[config.mk]
export PLATFORM = sky130hd
export DESIGN_NAME = multicycle_controller_flat
export DESIGN_NICKNAME = d
export VERILOG_FILES = /design/src/rtl/multicycle_controller_if.sv /design/src/rtl/multicycle_controller.sv /design/src/flat_wrapper.sv
export SDC_FILE = /design/constraint.sdc
export NUM_CORES = 1
export LEC_CHECK = 0
export CORE_ASPECT_RATIO = 1.4
export CORE_MARGIN = 3
export CORE_UTILIZATION = 30
export DETAILED_ROUTE_END_ITERATION = 10
export GPL_TIMING_DRIVEN = 0
export PLACE_DENSITY = 0.69
export SYNTH_ARGS = -nofsm -noshare
export SYNTH_HDL_FRONTEND = slang
export SYNTH_SLANG_ARGS = --single-unit
[constraint.sdc]
create_clock -name i_clk -period 1.7 [get_ports i_clk]
set_input_delay 0.34 -clock i_clk [delete_from_list [all_inputs] [get_ports i_clk]]
set_output_delay 0.34 -clock i_clk [all_outputs]
set_load 0.02 [all_outputs]
[src/rtl/multicycle_controller_if.sv]
// Handshake and control bundle between the multi-cycle sequencer and the RV32I datapath.
// master is the sequencer side; slave is the datapath/memory side.
interface multicycle_controller_if #(
  parameter int OP_CODE_WIDTH = 7,
  parameter int FUNCT3_WIDTH  = 3,
  parameter int FUNCT7_WIDTH  = 7
);
  logic [OP_CODE_WIDTH-1:0] i_op_code;
  logic [FUNCT3_WIDTH-1:0]  i_funct3;
  logic [FUNCT7_WIDTH-1:0]  i_funct7;
  logic                     i_alu_zero_flag;
  logic                     i_mem_ready;

  logic                     o_mem_req;
  logic                     o_mem_we;
  logic                     o_addr_sel;
  logic                     o_ir_wr_en;
  logic                     o_pc_wr_en;
  logic                     o_pc_src_sel;
  logic [1:0]               o_alu_src_a_sel;
  logic [1:0]               o_alu_src_b_sel;
  logic [3:0]               o_alu_op;
  logic [1:0]               o_imm_sel;
  logic                     o_reg_file_wr_en;
  logic [1:0]               o_wb_result_sel;
  logic                     o_instr_retired;
  logic                     o_illegal_instr;
  logic [3:0]               o_state;

  modport master (
    input  i_op_code, i_funct3, i_funct7, i_alu_zero_flag, i_mem_ready,
    output o_mem_req, o_mem_we, o_addr_sel, o_ir_wr_en, o_pc_wr_en, o_pc_src_sel,
           o_alu_src_a_sel, o_alu_src_b_sel, o_alu_op, o_imm_sel, o_reg_file_wr_en,
           o_wb_result_sel, o_instr_retired, o_illegal_instr, o_state
  );

  modport slave (
    output i_op_code, i_funct3, i_funct7, i_alu_zero_flag, i_mem_ready,
    input  o_mem_req, o_mem_we, o_addr_sel, o_ir_wr_en, o_pc_wr_en, o_pc_src_sel,
           o_alu_src_a_sel, o_alu_src_b_sel, o_alu_op, o_imm_sel, o_reg_file_wr_en,
           o_wb_result_sel, o_instr_retired, o_illegal_instr, o_state
  );
endinterface

[src/rtl/multicycle_controller.sv]
// Multi-cycle RV32I sequencer: steps the shared datapath through fetch, decode,
// execute, memory and write-back with Moore-decoded controls and a unified memory port.
module multicycle_controller #(
  parameter int OP_CODE_WIDTH = 7,
  parameter int FUNCT3_WIDTH  = 3,
  parameter int FUNCT7_WIDTH  = 7
) (
  input  logic                   i_clk,
  input  logic                   i_reset_n,
  multicycle_controller_if.master bus
);

  localparam logic [OP_CODE_WIDTH-1:0] OP_LOAD   = OP_CODE_WIDTH'(7'b0000011);
  localparam logic [OP_CODE_WIDTH-1:0] OP_STORE  = OP_CODE_WIDTH'(7'b0100011);
  localparam logic [OP_CODE_WIDTH-1:0] OP_R_TYPE = OP_CODE_WIDTH'(7'b0110011);
  localparam logic [OP_CODE_WIDTH-1:0] OP_INT_IMM = OP_CODE_WIDTH'(7'b0010011);
  localparam logic [OP_CODE_WIDTH-1:0] OP_BRANCH = OP_CODE_WIDTH'(7'b1100011);
  localparam logic [OP_CODE_WIDTH-1:0] OP_JAL    = OP_CODE_WIDTH'(7'b1101111);
  localparam logic [OP_CODE_WIDTH-1:0] OP_JALR   = OP_CODE_WIDTH'(7'b1100111);

  typedef enum logic [3:0] {
    S_IDLE      = 4'd0,
    S_FETCH     = 4'd1,
    S_DECODE    = 4'd2,
    S_MEM_ADDR  = 4'd3,
    S_MEM_READ  = 4'd4,
    S_MEM_WB    = 4'd5,
    S_MEM_WRITE = 4'd6,
    S_EXEC_R    = 4'd7,
    S_EXEC_I    = 4'd8,
    S_ALU_WB    = 4'd9,
    S_BRANCH    = 4'd10,
    S_JAL       = 4'd11,
    S_JALR      = 4'd12,
    S_TRAP      = 4'd15
  } state_e;

  state_e state_q, state_d;

  logic       is_store;
  logic [2:0] f3;
  logic       f7b5;
  logic       unused_funct7;

  assign is_store      = (bus.i_op_code == OP_STORE);
  assign f3            = bus.i_funct3[2:0];
  assign f7b5          = bus.i_funct7[5];
  assign unused_funct7 = ^{bus.i_funct7[FUNCT7_WIDTH-1:6], bus.i_funct7[4:0]};

  always_ff @(posedge i_clk or negedge i_reset_n) begin
    if (!i_reset_n) state_q <= S_IDLE;
    else            state_q <= state_d;
  end

  always_comb begin
    state_d              = state_q;
    bus.o_mem_req        = 1'b0;
    bus.o_mem_we         = 1'b0;
    bus.o_addr_sel       = 1'b0;
    bus.o_ir_wr_en       = 1'b0;
    bus.o_pc_wr_en       = 1'b0;
    bus.o_pc_src_sel     = 1'b0;
    bus.o_alu_src_a_sel  = '0;
    bus.o_alu_src_b_sel  = '0;
    bus.o_alu_op         = '0;
    bus.o_imm_sel        = '0;
    bus.o_reg_file_wr_en = 1'b0;
    bus.o_wb_result_sel  = '0;
    bus.o_instr_retired  = 1'b0;
    bus.o_illegal_instr  = 1'b0;

    unique case (state_q)
      S_IDLE: state_d = S_FETCH;

      S_FETCH: begin
        bus.o_mem_req       = 1'b1;
        bus.o_alu_src_b_sel = 2'b10;
        if (bus.i_mem_ready) begin
          bus.o_ir_wr_en = 1'b1;
          bus.o_pc_wr_en = 1'b1;
          state_d        = S_DECODE;
        end
      end

      // The ALU speculatively forms old_PC + imm so BRANCH/JAL find the target ready.
      S_DECODE: begin
        bus.o_alu_src_a_sel = 2'b01;
        bus.o_alu_src_b_sel = 2'b01;
        case (bus.i_op_code)
          OP_BRANCH: bus.o_imm_sel = 2'b10;
          OP_JAL:    bus.o_imm_sel = 2'b11;
          OP_STORE:  bus.o_imm_sel = 2'b01;
          default:   bus.o_imm_sel = 2'b00;
        endcase
        case (bus.i_op_code)
          OP_LOAD, OP_STORE: state_d = S_MEM_ADDR;
          OP_R_TYPE:         state_d = S_EXEC_R;
          OP_INT_IMM:        state_d = S_EXEC_I;
          OP_BRANCH:         state_d = S_BRANCH;
          OP_JAL:            state_d = S_JAL;
          OP_JALR:           state_d = S_JALR;
          default:           state_d = S_TRAP;
        endcase
      end

      S_MEM_ADDR: begin
        bus.o_alu_src_a_sel = 2'b10;
        bus.o_alu_src_b_sel = 2'b01;
        bus.o_imm_sel       = is_store ? 2'b01 : 2'b00;
        state_d             = is_store ? S_MEM_WRITE : S_MEM_READ;
      end

      S_MEM_READ: begin
        bus.o_mem_req  = 1'b1;
        bus.o_addr_sel = 1'b1;
        if (bus.i_mem_ready) state_d = S_MEM_WB;
      end

      S_MEM_WB: begin
        bus.o_reg_file_wr_en = 1'b1;
        bus.o_wb_result_sel  = 2'b00;
        bus.o_instr_retired  = 1'b1;
        state_d              = S_FETCH;
      end

      S_MEM_WRITE: begin
        bus.o_mem_req  = 1'b1;
        bus.o_mem_we   = 1'b1;
        bus.o_addr_sel = 1'b1;
        if (bus.i_mem_ready) begin
          bus.o_instr_retired = 1'b1;
          state_d             = S_FETCH;
        end
      end

      S_EXEC_R: begin
        bus.o_alu_src_a_sel = 2'b10;
        bus.o_alu_src_b_sel = 2'b00;
        bus.o_alu_op        = {f7b5, f3};
        state_d             = S_ALU_WB;
      end

      // Only SRAI uses funct7[5]; other immediates carry imm bits there.
      S_EXEC_I: begin
        bus.o_alu_src_a_sel = 2'b10;
        bus.o_alu_src_b_sel = 2'b01;
        bus.o_alu_op        = {(f3 == 3'b101) & f7b5, f3};
        state_d             = S_ALU_WB;
      end

      S_ALU_WB: begin
        bus.o_reg_file_wr_en = 1'b1;
        bus.o_wb_result_sel  = 2'b01;
        bus.o_instr_retired  = 1'b1;
        state_d              = S_FETCH;
      end

      S_BRANCH: begin
        bus.o_alu_src_a_sel = 2'b10;
        bus.o_alu_src_b_sel = 2'b00;
        bus.o_alu_op        = 4'b1000;
        bus.o_pc_src_sel    = 1'b1;
        case (f3)
          3'b000: begin
            bus.o_pc_wr_en      = bus.i_alu_zero_flag;
            bus.o_instr_retired = 1'b1;
            state_d             = S_FETCH;
          end
          3'b001: begin
            bus.o_pc_wr_en      = ~bus.i_alu_zero_flag;
            bus.o_instr_retired = 1'b1;
            state_d             = S_FETCH;
          end
          default: state_d = S_TRAP;
        endcase
      end

      S_JAL: begin
        bus.o_pc_wr_en       = 1'b1;
        bus.o_pc_src_sel     = 1'b1;
        bus.o_reg_file_wr_en = 1'b1;
        bus.o_wb_result_sel  = 2'b10;
        bus.o_instr_retired  = 1'b1;
        state_d              = S_FETCH;
      end

      S_JALR: begin
        bus.o_alu_src_a_sel  = 2'b10;
        bus.o_alu_src_b_sel  = 2'b01;
        bus.o_pc_wr_en       = 1'b1;
        bus.o_reg_file_wr_en = 1'b1;
        bus.o_wb_result_sel  = 2'b10;
        bus.o_instr_retired  = 1'b1;
        state_d              = S_FETCH;
      end

      S_TRAP: bus.o_illegal_instr = 1'b1;

      default: state_d = S_TRAP;
    endcase
  end

  assign bus.o_state = state_q;

endmodule
[src/flat_wrapper.sv]
// flat-port wrapper written by rule: the top's interface ports become plain ports
module multicycle_controller_flat 
#(
  parameter int OP_CODE_WIDTH = 7,
  parameter int FUNCT3_WIDTH  = 3,
  parameter int FUNCT7_WIDTH  = 7
)
  (i_clk, i_reset_n, bus_i_op_code, bus_i_funct3, bus_i_funct7, bus_i_alu_zero_flag, bus_i_mem_ready, bus_o_mem_req, bus_o_mem_we, bus_o_addr_sel, bus_o_ir_wr_en, bus_o_pc_wr_en, bus_o_pc_src_sel, bus_o_alu_src_a_sel, bus_o_alu_src_b_sel, bus_o_alu_op, bus_o_imm_sel, bus_o_reg_file_wr_en, bus_o_wb_result_sel, bus_o_instr_retired, bus_o_illegal_instr, bus_o_state);
  multicycle_controller_if #(.OP_CODE_WIDTH(OP_CODE_WIDTH), .FUNCT3_WIDTH(FUNCT3_WIDTH), .FUNCT7_WIDTH(FUNCT7_WIDTH)) bus_i ();
  input  logic i_clk;
  input  logic i_reset_n;
  input wire logic [$bits(bus_i.i_op_code)-1:0] bus_i_op_code;
  input wire logic [$bits(bus_i.i_funct3)-1:0] bus_i_funct3;
  input wire logic [$bits(bus_i.i_funct7)-1:0] bus_i_funct7;
  input wire logic [$bits(bus_i.i_alu_zero_flag)-1:0] bus_i_alu_zero_flag;
  input wire logic [$bits(bus_i.i_mem_ready)-1:0] bus_i_mem_ready;
  output wire logic [$bits(bus_i.o_mem_req)-1:0] bus_o_mem_req;
  output wire logic [$bits(bus_i.o_mem_we)-1:0] bus_o_mem_we;
  output wire logic [$bits(bus_i.o_addr_sel)-1:0] bus_o_addr_sel;
  output wire logic [$bits(bus_i.o_ir_wr_en)-1:0] bus_o_ir_wr_en;
  output wire logic [$bits(bus_i.o_pc_wr_en)-1:0] bus_o_pc_wr_en;
  output wire logic [$bits(bus_i.o_pc_src_sel)-1:0] bus_o_pc_src_sel;
  output wire logic [$bits(bus_i.o_alu_src_a_sel)-1:0] bus_o_alu_src_a_sel;
  output wire logic [$bits(bus_i.o_alu_src_b_sel)-1:0] bus_o_alu_src_b_sel;
  output wire logic [$bits(bus_i.o_alu_op)-1:0] bus_o_alu_op;
  output wire logic [$bits(bus_i.o_imm_sel)-1:0] bus_o_imm_sel;
  output wire logic [$bits(bus_i.o_reg_file_wr_en)-1:0] bus_o_reg_file_wr_en;
  output wire logic [$bits(bus_i.o_wb_result_sel)-1:0] bus_o_wb_result_sel;
  output wire logic [$bits(bus_i.o_instr_retired)-1:0] bus_o_instr_retired;
  output wire logic [$bits(bus_i.o_illegal_instr)-1:0] bus_o_illegal_instr;
  output wire logic [$bits(bus_i.o_state)-1:0] bus_o_state;
  assign bus_i.i_op_code = bus_i_op_code;
  assign bus_i.i_funct3 = bus_i_funct3;
  assign bus_i.i_funct7 = bus_i_funct7;
  assign bus_i.i_alu_zero_flag = bus_i_alu_zero_flag;
  assign bus_i.i_mem_ready = bus_i_mem_ready;
  assign bus_o_mem_req = bus_i.o_mem_req;
  assign bus_o_mem_we = bus_i.o_mem_we;
  assign bus_o_addr_sel = bus_i.o_addr_sel;
  assign bus_o_ir_wr_en = bus_i.o_ir_wr_en;
  assign bus_o_pc_wr_en = bus_i.o_pc_wr_en;
  assign bus_o_pc_src_sel = bus_i.o_pc_src_sel;
  assign bus_o_alu_src_a_sel = bus_i.o_alu_src_a_sel;
  assign bus_o_alu_src_b_sel = bus_i.o_alu_src_b_sel;
  assign bus_o_alu_op = bus_i.o_alu_op;
  assign bus_o_imm_sel = bus_i.o_imm_sel;
  assign bus_o_reg_file_wr_en = bus_i.o_reg_file_wr_en;
  assign bus_o_wb_result_sel = bus_i.o_wb_result_sel;
  assign bus_o_instr_retired = bus_i.o_instr_retired;
  assign bus_o_illegal_instr = bus_i.o_illegal_instr;
  assign bus_o_state = bus_i.o_state;
  multicycle_controller #(.OP_CODE_WIDTH(OP_CODE_WIDTH), .FUNCT3_WIDTH(FUNCT3_WIDTH), .FUNCT7_WIDTH(FUNCT7_WIDTH)) u_core (.i_clk(i_clk), .i_reset_n(i_reset_n), .bus(bus_i));
endmodule
==> metrics.cfg <==
[status]
status=complete, but fails checks
violations=setup timing

[worst_setup_path]
rr_startpoint=u_core.bus.o_state[1]
path_class=reg2out
cp-end-kind=primary output
crit_path_start_kind=flop
slowest_stage=dfrtp_2
cp.depth=5
critPathRequiredTime_ns=1.36
crit_buf_inv=2
crit_fanout=10
r2r_slack_ns=0.10
cp_cell_sequence=buf_4 -> nor2_1 -> o21a_1 -> a311o_1 -> buf_2
r2r_cells=7
critPathArrivalTime_ns=1.54
critical-path-top-delay-family=compound AO/OA/AOI/OAI gates
reg2reg_to=u_core.bus.o_state[1]
cpPeakStageDelay_ns=0.44

[yosys]
synthFlopType=dfrtp_1
yosys.area.top_type=dfrtp_1
synth_area_sq_um=679.4
synth-seq-cells=4
synth-edff-count=0
syn-num-nets=124
synth_cells=103
yosys-top-cells-count=nor2_1 (12), o21ai_0 (9), nand2_1 (8)
syn_area_per_cell_sq_um=6.596
synthArstFlopShare=1.000
yosysSeqAreaShare=0.1473
synth_cell_types=43
synth_area_leaders=dfrtp_1 (15%), o21ai_0 (6.6%), nor2_1 (6.6%), nand2b_1 (5.5%), a21oi_1 (5.2%)
synth.top_cell.area_share=0.1473
yosysMostFrequentCell=nor2_1
yosysWarnings=0

[drt]
ant_nets=0
firstDrtPassIters=4
initialDrtViolationCount=10
drc=0
wire_per_inst_um=14.84
num_vias=980
wirelength_um=2612
vias_per_cell=5.568

[global_route]
grt_pass1_wl_um=4181
grt_pass1_vias=945
antenna_found_initial=0
grt_max_degree=11
overflow=0
grt.total_usage=0.1831

[floorplan]
dieArea_sq_um=2880
io_pins=46
placementRows=19
start_util=0.3323
die_h_um=62.31
die_width_um=46.22
fp.coreArea_sq_um=2044

[sta]
setup_slack_ns=-0.1772
slew_viol_final=0
setup_violations=14
hold_violations=0
fin_skew_ns=0.0009009
max_freq_mhz=532.7
min_period_ns=1.877
rsz0062_at_grt=yes
worst-slew-pin-transition_ns=0.3312
slew_headroom=0.7769
period_share=1.104

[placement]
dp_slack_ns=-0.8799
port_buffers=39
dp_hpwl_um=1847
place.gp.congestion=0.8007
place_area_sq_um=1152

[clock_tree]
cts_root_buffer=clkbuf_4
cts_buffers=3
insertion_delay_ns=0.22
cts_tree=built
htreeDepth=1
cts_buffer_depth=2
numClockSinks=4
cts.clk_slew.worst_paths_ns=0.03

[layout]
largest_reg_flops=4
nets=178
area.growth.synth_to_final_pct=100.6
final_area_sq_um=1363
utilization=0.6665
final_layout_size_suffix_gt1_frac=0.4516
diodes=0

[power_and_ir_drop]
peakVddDrop_mv=1.189
pwr_density_cell_nw_per_um2=1600
leakage_nw=0.5896

[hold_path]
hold_class=in2async

[run]
drv_cap=0

==> worst max-delay path by stage <==
stage                            end  slack, ns                  start
finish                bus_o_pc_wr_en      -0.18  u_core.bus.o_state[2]
global route          bus_o_pc_wr_en      -0.24  u_core.bus.o_state[2]
CTS                 bus_o_imm_sel[1]      -0.19  u_core.bus.o_state[3]
detailed placement  bus_o_imm_sel[0]      -0.88       bus_i_op_code[3]
global placement    bus_o_imm_sel[0]      -0.87       bus_i_op_code[3]
floorplan             bus_o_pc_wr_en      -0.13  u_core.bus.o_state[2]
==> area by class of cell <==
class,count,area (sq um)
Sequential cell,4,101.3
Fill cell,186,681.9
Timing Repair Buffer,49,409.1
Inverter,3,11.26
Multi-Input combinational cell,89,704.4
Buffer,7,87.58
Tap cell,21,26.28
Clock buffer,3,22.52
==> per-layer routing <==
metal / global-route usage / up-vias / wire, um
met5: 0 / - / 0
met4: 0.02847 / 0 / 21
met3: 0.02023 / 2 / 230
met2: 0.3466 / 45 / 1403
met1: 0.2063 / 453 / 956
li1: - / 480 / -
==> cells in the final DEF (no fill, tap or decap), types with 2 or more instances in the layout <==
master           instances
dfrtp_1                  3
buf_8                    2
clkdlybuf4s50_1          8
o21ai_1                  4
and2_1                   4
nor2_2                   2
buf_2                    6
nand2_1                  5
nand2b_4                 4
o22ai_1                  2
buf_4                   17
inv_1                    3
o21a_1                   3
nor2_1                   7
nor2b_1                  4
nor4_4                   2
clkbuf_4                 5
o21ai_0                  5
nand3_1                  2
nor2_4                   4
nand2_4                  2
buf_6                    8
nand2b_1                 2
dlygate4sd2_1           10
a21oi_1                  5
==> report_power, final <==
| part | switching, mW | total (mW) | internal [mW] |
|---|---|---|---|
| Sequential | 0.0499 | 0.190 | 0.140 |
| Combinational | 1.01 | 1.88 | 0.876 |
| Clock | 0.0308 | 0.109 | 0.0784 |
| Total | 1.09 | 2.18 | 1.09 |
==> timing repair <==
item / CTS / global route
resized for setup: 144 / 19
hold buffers: 0 / 0
pin swaps: 4 / 3
cloned: 1 / 0
endpoints found under the setup margin: 24 / 20
buffers inserted: 4 / 5
==> stage by stage <==
stage | setup TNS (ns) | power [mW] | hold slack [ns] | instances
final | -1.401 | 2.180 | 0.3143 | 176
after global routing | -2.385 | 2.332 | 0.3281 | 176
after CTS | -1.011 | 2.000 | 0.3141 | 171
after detailed placement | -10.07 | 1.648 | 0.5523 | 163
after global placement | -9.962 | 1.644 | 0.5468 | 163
after floorplan | -0.4954 | 1.073 | 0.04441 | 103
==> cells by family after synthesis <==
family                    after synthesis  share of synthesized area
DFF                                     4                     0.1473
and+or+nand+nor                        54                     0.4531
muxes                                   1                    0.01473
buffers and inverters                  10                    0.06076
AOI/OAI and AO/OA                      33                     0.3112
xor gates and xnor gates                1                    0.01289
(Power assumes the default switching activity.)
